==> src/rtl/mix_columns_seq.sv <==
// mix_columns_seq: column-serial AES MixColumns engine.
// Accepts one 128-bit state per valid/ready handshake and mixes one
// 32-bit column per clock using xtime logic only (no tables). A bypass
// bit latched at accept passes the state through unmixed with the same
// four-cycle latency. The result appears on a valid/ready output port.
module mix_columns_seq (
  input  logic         clk,
  input  logic         rst,
  input  logic         in_valid,
  output logic         in_ready,
  input  logic [127:0] state_in,
  input  logic         bypass_in,
  output logic         out_valid,
  input  logic         out_ready,
  output logic [127:0] state_out
);

  typedef enum logic [1:0] {
    IDLE = 2'd0,
    BUSY = 2'd1,
    DONE = 2'd2
  } fsm_t;

  fsm_t         fsm;
  fsm_t         fsm_nxt;
  logic [1:0]   col_cnt;
  logic [127:0] work;
  logic [127:0] result;
  logic [127:0] result_nxt;
  logic         bypass;
  logic [31:0]  col_in;
  logic [31:0]  col_out;

  // Multiply by x in GF(2^8), reducing by the AES polynomial.
  function automatic logic [7:0] xtime(input logic [7:0] x);
    return {x[6:0], 1'b0} ^ (x[7] ? 8'h1b : 8'h00);
  endfunction

  // Multiply one column by the fixed MixColumns matrix {2,3,1,1} circulant.
  function automatic logic [31:0] mix_col(input logic [31:0] a);
    logic [7:0] a0, a1, a2, a3;
    logic [7:0] x0, x1, x2, x3;
    a0 = a[31:24];
    a1 = a[23:16];
    a2 = a[15:8];
    a3 = a[7:0];
    x0 = xtime(a0);
    x1 = xtime(a1);
    x2 = xtime(a2);
    x3 = xtime(a3);
    return {x0 ^ (x1 ^ a1) ^ a2 ^ a3,
            a0 ^ x1 ^ (x2 ^ a2) ^ a3,
            a0 ^ a1 ^ x2 ^ (x3 ^ a3),
            (x0 ^ a0) ^ a1 ^ a2 ^ x3};
  endfunction

  // Next-state logic and handshake outputs.
  // NOTE: every signal driven here gets a default first so no latch is inferred.
  always_comb begin
    fsm_nxt  = fsm;
    in_ready = 1'b0;
    case (fsm)
      IDLE: begin
        in_ready = ~rst;
        if (in_valid) fsm_nxt = BUSY;
      end
      BUSY: begin
        if (col_cnt == 2'd3) fsm_nxt = DONE;
      end
      DONE: begin
        if (out_ready) fsm_nxt = IDLE;
      end
      default: fsm_nxt = IDLE;
    endcase
  end

  // Select the current column, mix it (or pass it through) and merge it
  // into a copy of the result register.
  always_comb begin
    col_in = 32'h0;
    case (col_cnt)
      2'd0: col_in = work[127:96];
      2'd1: col_in = work[95:64];
      2'd2: col_in = work[63:32];
      2'd3: col_in = work[31:0];
      default: col_in = 32'h0;
    endcase

    col_out = bypass ? col_in : mix_col(col_in);

    result_nxt = result;
    case (col_cnt)
      2'd0: result_nxt[127:96] = col_out;
      2'd1: result_nxt[95:64]  = col_out;
      2'd2: result_nxt[63:32]  = col_out;
      2'd3: result_nxt[31:0]   = col_out;
      default: result_nxt = result;
    endcase
  end

  // FSM state register.
  // NOTE: clocked state uses non-blocking assignments so every register
  // samples pre-edge values regardless of statement order.
  always_ff @(posedge clk) begin
    if (rst) fsm <= IDLE;
    else     fsm <= fsm_nxt;
  end

  // Datapath: capture on accept, one column per BUSY cycle, publish the
  // complete result only on the last column so state_out never shows
  // partially mixed data.
  always_ff @(posedge clk) begin
    if (rst) begin
      work      <= 128'h0;
      result    <= 128'h0;
      bypass    <= 1'b0;
      col_cnt   <= 2'd0;
      state_out <= 128'h0;
      out_valid <= 1'b0;
    end else begin
      case (fsm)
        IDLE: begin
          if (in_valid) begin
            work    <= state_in;
            bypass  <= bypass_in;
            col_cnt <= 2'd0;
          end
        end
        BUSY: begin
          result  <= result_nxt;
          col_cnt <= col_cnt + 2'd1;
          if (col_cnt == 2'd3) begin
            state_out <= result_nxt;
            out_valid <= 1'b1;
          end
        end
        DONE: begin
          if (out_ready) out_valid <= 1'b0;
        end
        default: out_valid <= 1'b0;
      endcase
    end
  end

endmodule

==> config.mk <==
export PLATFORM = sky130hd
export DESIGN_NAME = mix_columns_seq
export DESIGN_NICKNAME = d
export VERILOG_FILES = /design/src/rtl/mix_columns_seq.sv
export SDC_FILE = /design/constraint.sdc
export NUM_CORES = 1
export LEC_CHECK = 0
export ABC_AREA = 0
export BUFFER_PORTS_ARGS = -buffer_cell sky130_fd_sc_hd__buf_2
export CORE_MARGIN = 2
export CORE_UTILIZATION = 45
export CTS_BUF_LIST = sky130_fd_sc_hd__clkbuf_8
export DETAILED_ROUTE_END_ITERATION = 8
export HOLD_SLACK_MARGIN = 0.02
export PLACE_DENSITY = 0.68
export SYNTH_ARGS = -nofsm -noshare
export SYNTH_HDL_FRONTEND = slang
export SYNTH_SLANG_ARGS = --single-unit
==> constraint.sdc <==
create_clock -name clk -period 3.1 [get_ports clk]
set_input_delay 0.465 -clock clk [delete_from_list [all_inputs] [get_ports clk]]
set_output_delay 0.465 -clock clk [all_outputs]
set_load 0.1 [all_outputs]
==> metrics.txt <==
DRT Pass-1 Iters=7; via count=roughly 16000; Final Critical Period=3.01 ns; CTS clk-pin slew, worst paths=0.07 ns; Max-Cap Viols=0; worst r2r src=col_cnt[0]; worst slew pin tran=between 0.8 and 0.9 ns; synth-to-layout area growth=22.0%; IO buf count=262; Final Hold Viols=0; Final period util=between 90% and 100%; Routed WL=56.0 mm; Leak=between 8 and 9 nW; switching power total=3.42 mW; drt first-iter violations=about 1700; clock net sink count=around 360; I/O pin total=263; Buf/Inv on CP=3; Seq pwr share=43.7%; Setup WS post-layout=0.0939 ns; fin area=around 20000 um2; grt ovf=0; first-pass GRT wire length=between 80 and 90 mm; Synth Instances=between 2000 and 2500; Site Rows=69; Top FF cell, synth=dfxtp_1; Final Net Count=about 2400; Setup Viol. Count Final=0; HP Start=state_in[75]; Total GRT Usage=approximately 29%; PD cells=561 nW/um2; fmax=333 MHz; Antenna Cells=0; pre-CTS setup slack=-0.0351 ns; WP data arrival=around 3.6 ns; maximum fanout along the worst path=12; sw frac=between 30% and 40%; post-DR wirelength/cell=roughly 20 um; CP Launch Point=col_cnt[0]; htree depth=2; Die Height=195 um; via/cell ratio=5.73; Slew headroom=a little over two fifths; largest net degree at the start of global routing=199; asr flop ratio synth=0%; CP Capture Type=register; initial antenna violation count=0; synthesis-stage register bit count=about 360; status=finished clean; WP data required=~3.7 ns; clk buf depth=3; drc violations=0; Post-Syn Area=16400 um2; Clock Power Share=a little over a third; Max stage delay on crit path=~0.5 ns; clock root cell=clkbuf_8; Final Max Tran Viols=0; Final Skew=roughly 0.045 ns; Max rail drop VDD=0.313 mV; Startpoint Class=register; Post-synth EDFFs=0; placed cell areas=18500 um2; slowest CP cell=a222oi_1; critical path's top delay family=XOR/XNOR gates; RSZ-0062 raised after global routing=false; die outline area=38000 um2; syn_area_per_cell=around 8.1 um2; die width=between 150 and 200 um; clk_lat worst skew=0.66 ns; Cell variety after synth=46; RePlAce Congestion=approximately 0.94; register area share after synthesis=a little over two fifths; HPWL after detailed placement=about 38 mm; Starting Density=45.9%; WHS=0.0536 ns; Pint=slightly below 8 mW; combinational share of power=approximately a fifth; crit-path cells=inv_1 -> ha_2 -> buf_6 -> a222oi_1 -> buf_4 -> xnor3_1 -> mux2i_1 -> xnor3_2 -> o211ai_1 -> nand2_1 -> nor2_1; final core occ=a little under three fifths; layout cell share with drive strength beyond 1=approximately a fifth; Min-Delay Path Class=primary input to register; vias in the first global route=15100; critical path type=register to register; core area=35700 um2; total nets after synthesis=~2200; CTS tree=yes; Yosys warning count=0; cts bufs inserted=a little under 60; Detail Route Antenna Nets=0
placed cells by master, fill, tap and decap left out, drive strengths merged, types with 7 or more instances in the layout:
cell / count
nand2: 381
o21ai: 204
nand3: 26
xor2: 50
a222oi: 32
dfxtp: 358
a31oi: 51
mux2i: 50
nor4b: 51
nor2b: 7
nor2: 69
o21ba: 7
dlygate4sd3: 32
and2: 21
clkbuf: 69
a21oi: 254
o211a: 7
o22ai: 81
buf: 378
o211ai: 8
inv: 35
xnor2: 110
cell usage after synthesis (2+ instances only):
master    instances  area (um2)
inv_1             4        15.0
and2_1           21         131
buf_1            12        45.0
o211ai_1          8        60.1
a222oi_1         32         320
xor2_1           50         438
a221oi_1          5        43.8
o22ai_1          81         507
o221ai_1          3        26.3
nor2_1           69         259
xnor3_1           4        90.1
nand3_1          26         130
o21ai_2           5        43.8
a221o_1           2        20.0
clkbuf_1        189         709
buf_6             2        22.5
ha_1              5        62.6
buf_2             5        25.0
o21ai_0         166         831
o21ba_2           6        60.1
nand2_1         381        1430
a31oi_1          51         319
o211a_1           7        70.1
nand2b_1          2        12.5
nor4b_1          51         447
o21ai_1          32         160
dfxtp_1         358        7170
nor3_1            6        30.0
o21a_1            6        45.0
mux2i_1          49         490
xnor2_1         110         963
a21oi_1         253        1270
nor2b_1           7        43.8
repair_timing:
action	in CTS	in global routing
setup buffers	0	6
hold buffers	32	0
setup endpoints to repair	11	89
gates cloned	0	0
hold endpoints to repair	32	0
gates resized for setup	2	12
pin swaps	0	6
per-layer routing:
| metal | vias up | wire length, um | track usage (%) |
|---|---|---|---|
| met5 | - | 0 | 0 |
| met2 | 711 | 26400 | 46.7 |
| met4 | 0 | 1100 | 8.00 |
| met3 | 69 | 4290 | 5.22 |
| met1 | 7598 | 24300 | 38.6 |
| li1 | 7596 | - | - |
logic make-up (layout without fill, tap and decap cells):
group | after synthesis | count (layout) | share of synthesized area [%]
compound gates | 665 | 665 | 23.4
xor+xnor | 165 | 165 | 9.23
fa+ha+maj | 5 | 5 | 0.381
buf+inv | 214 | 520 | 5.09
flops | 358 | 358 | 43.6
mux | 50 | 50 | 3.07
simple gates | 564 | 564 | 15.2
state kept, by name, indices dropped and copies added, names as in the netlist:
name	count
fsm	2
bypass	1
result	96
out_valid	1
work	128
col_cnt	2
state_out	128
final timing paths:
| kind | slack, ns | endpoint | depth (start not counted) |
|---|---|---|---|
| worst max-delay path | 0.09 | state_out[12] | 11 |
| worst min-delay path | 0.05 | work[75] | 3 |
| worst max register to register | 0.09 | state_out[12] | 11 |
| worst min register to register | 0.45 | work[15] | 2 |
per-stage QoR:
stage,total power [mW],TNS [ns],std cells
floorplan,6.25,0,2021
global placement,7.14,0,2645
detailed placement,7.18,-0.159,2645
CTS,11.2,0,2782
global route,11.7,0,2788
finish,11.2,0,2788
power groups by stage:
stage / clock (mW) / sequential (mW) / combinational, mW
after floorplan: 0 / 4.94 / 1.30
after detailed placement: 0 / 5.01 / 2.17
after CTS: 4.12 / 4.91 / 2.21
final: 4.07 / 4.92 / 2.26
after global routing: 4.33 / 4.93 / 2.42
after global placement: 0 / 5.01 / 2.13
cell type report:
class | count | area (um2)
Sequential cell | 358 | 7170
Clock buffer | 69 | 950
Multi-Input combinational cell | 1449 | 8500
Tap cell | 461 | 577
Timing Repair Buffer | 410 | 2610
Clock inverter | 36 | 206
Inverter | 5 | 21.3
Fill cell | 3342 | 15700
worst reg2reg max path: cells and delay by family, from the launching register on:
family                   cells  cell delay, ns
multiplexers                 1            0.22
adder cells (fa/ha/maj)      1            0.24
XOR/XNOR                     2            0.76
flip-flops                   1            0.37
buffers and inverters        3            0.48
AO/OA/AOI/OAI                2            0.68
AND/OR/NAND/NOR              2            0.19
Power figures use the tool's default switching activity.
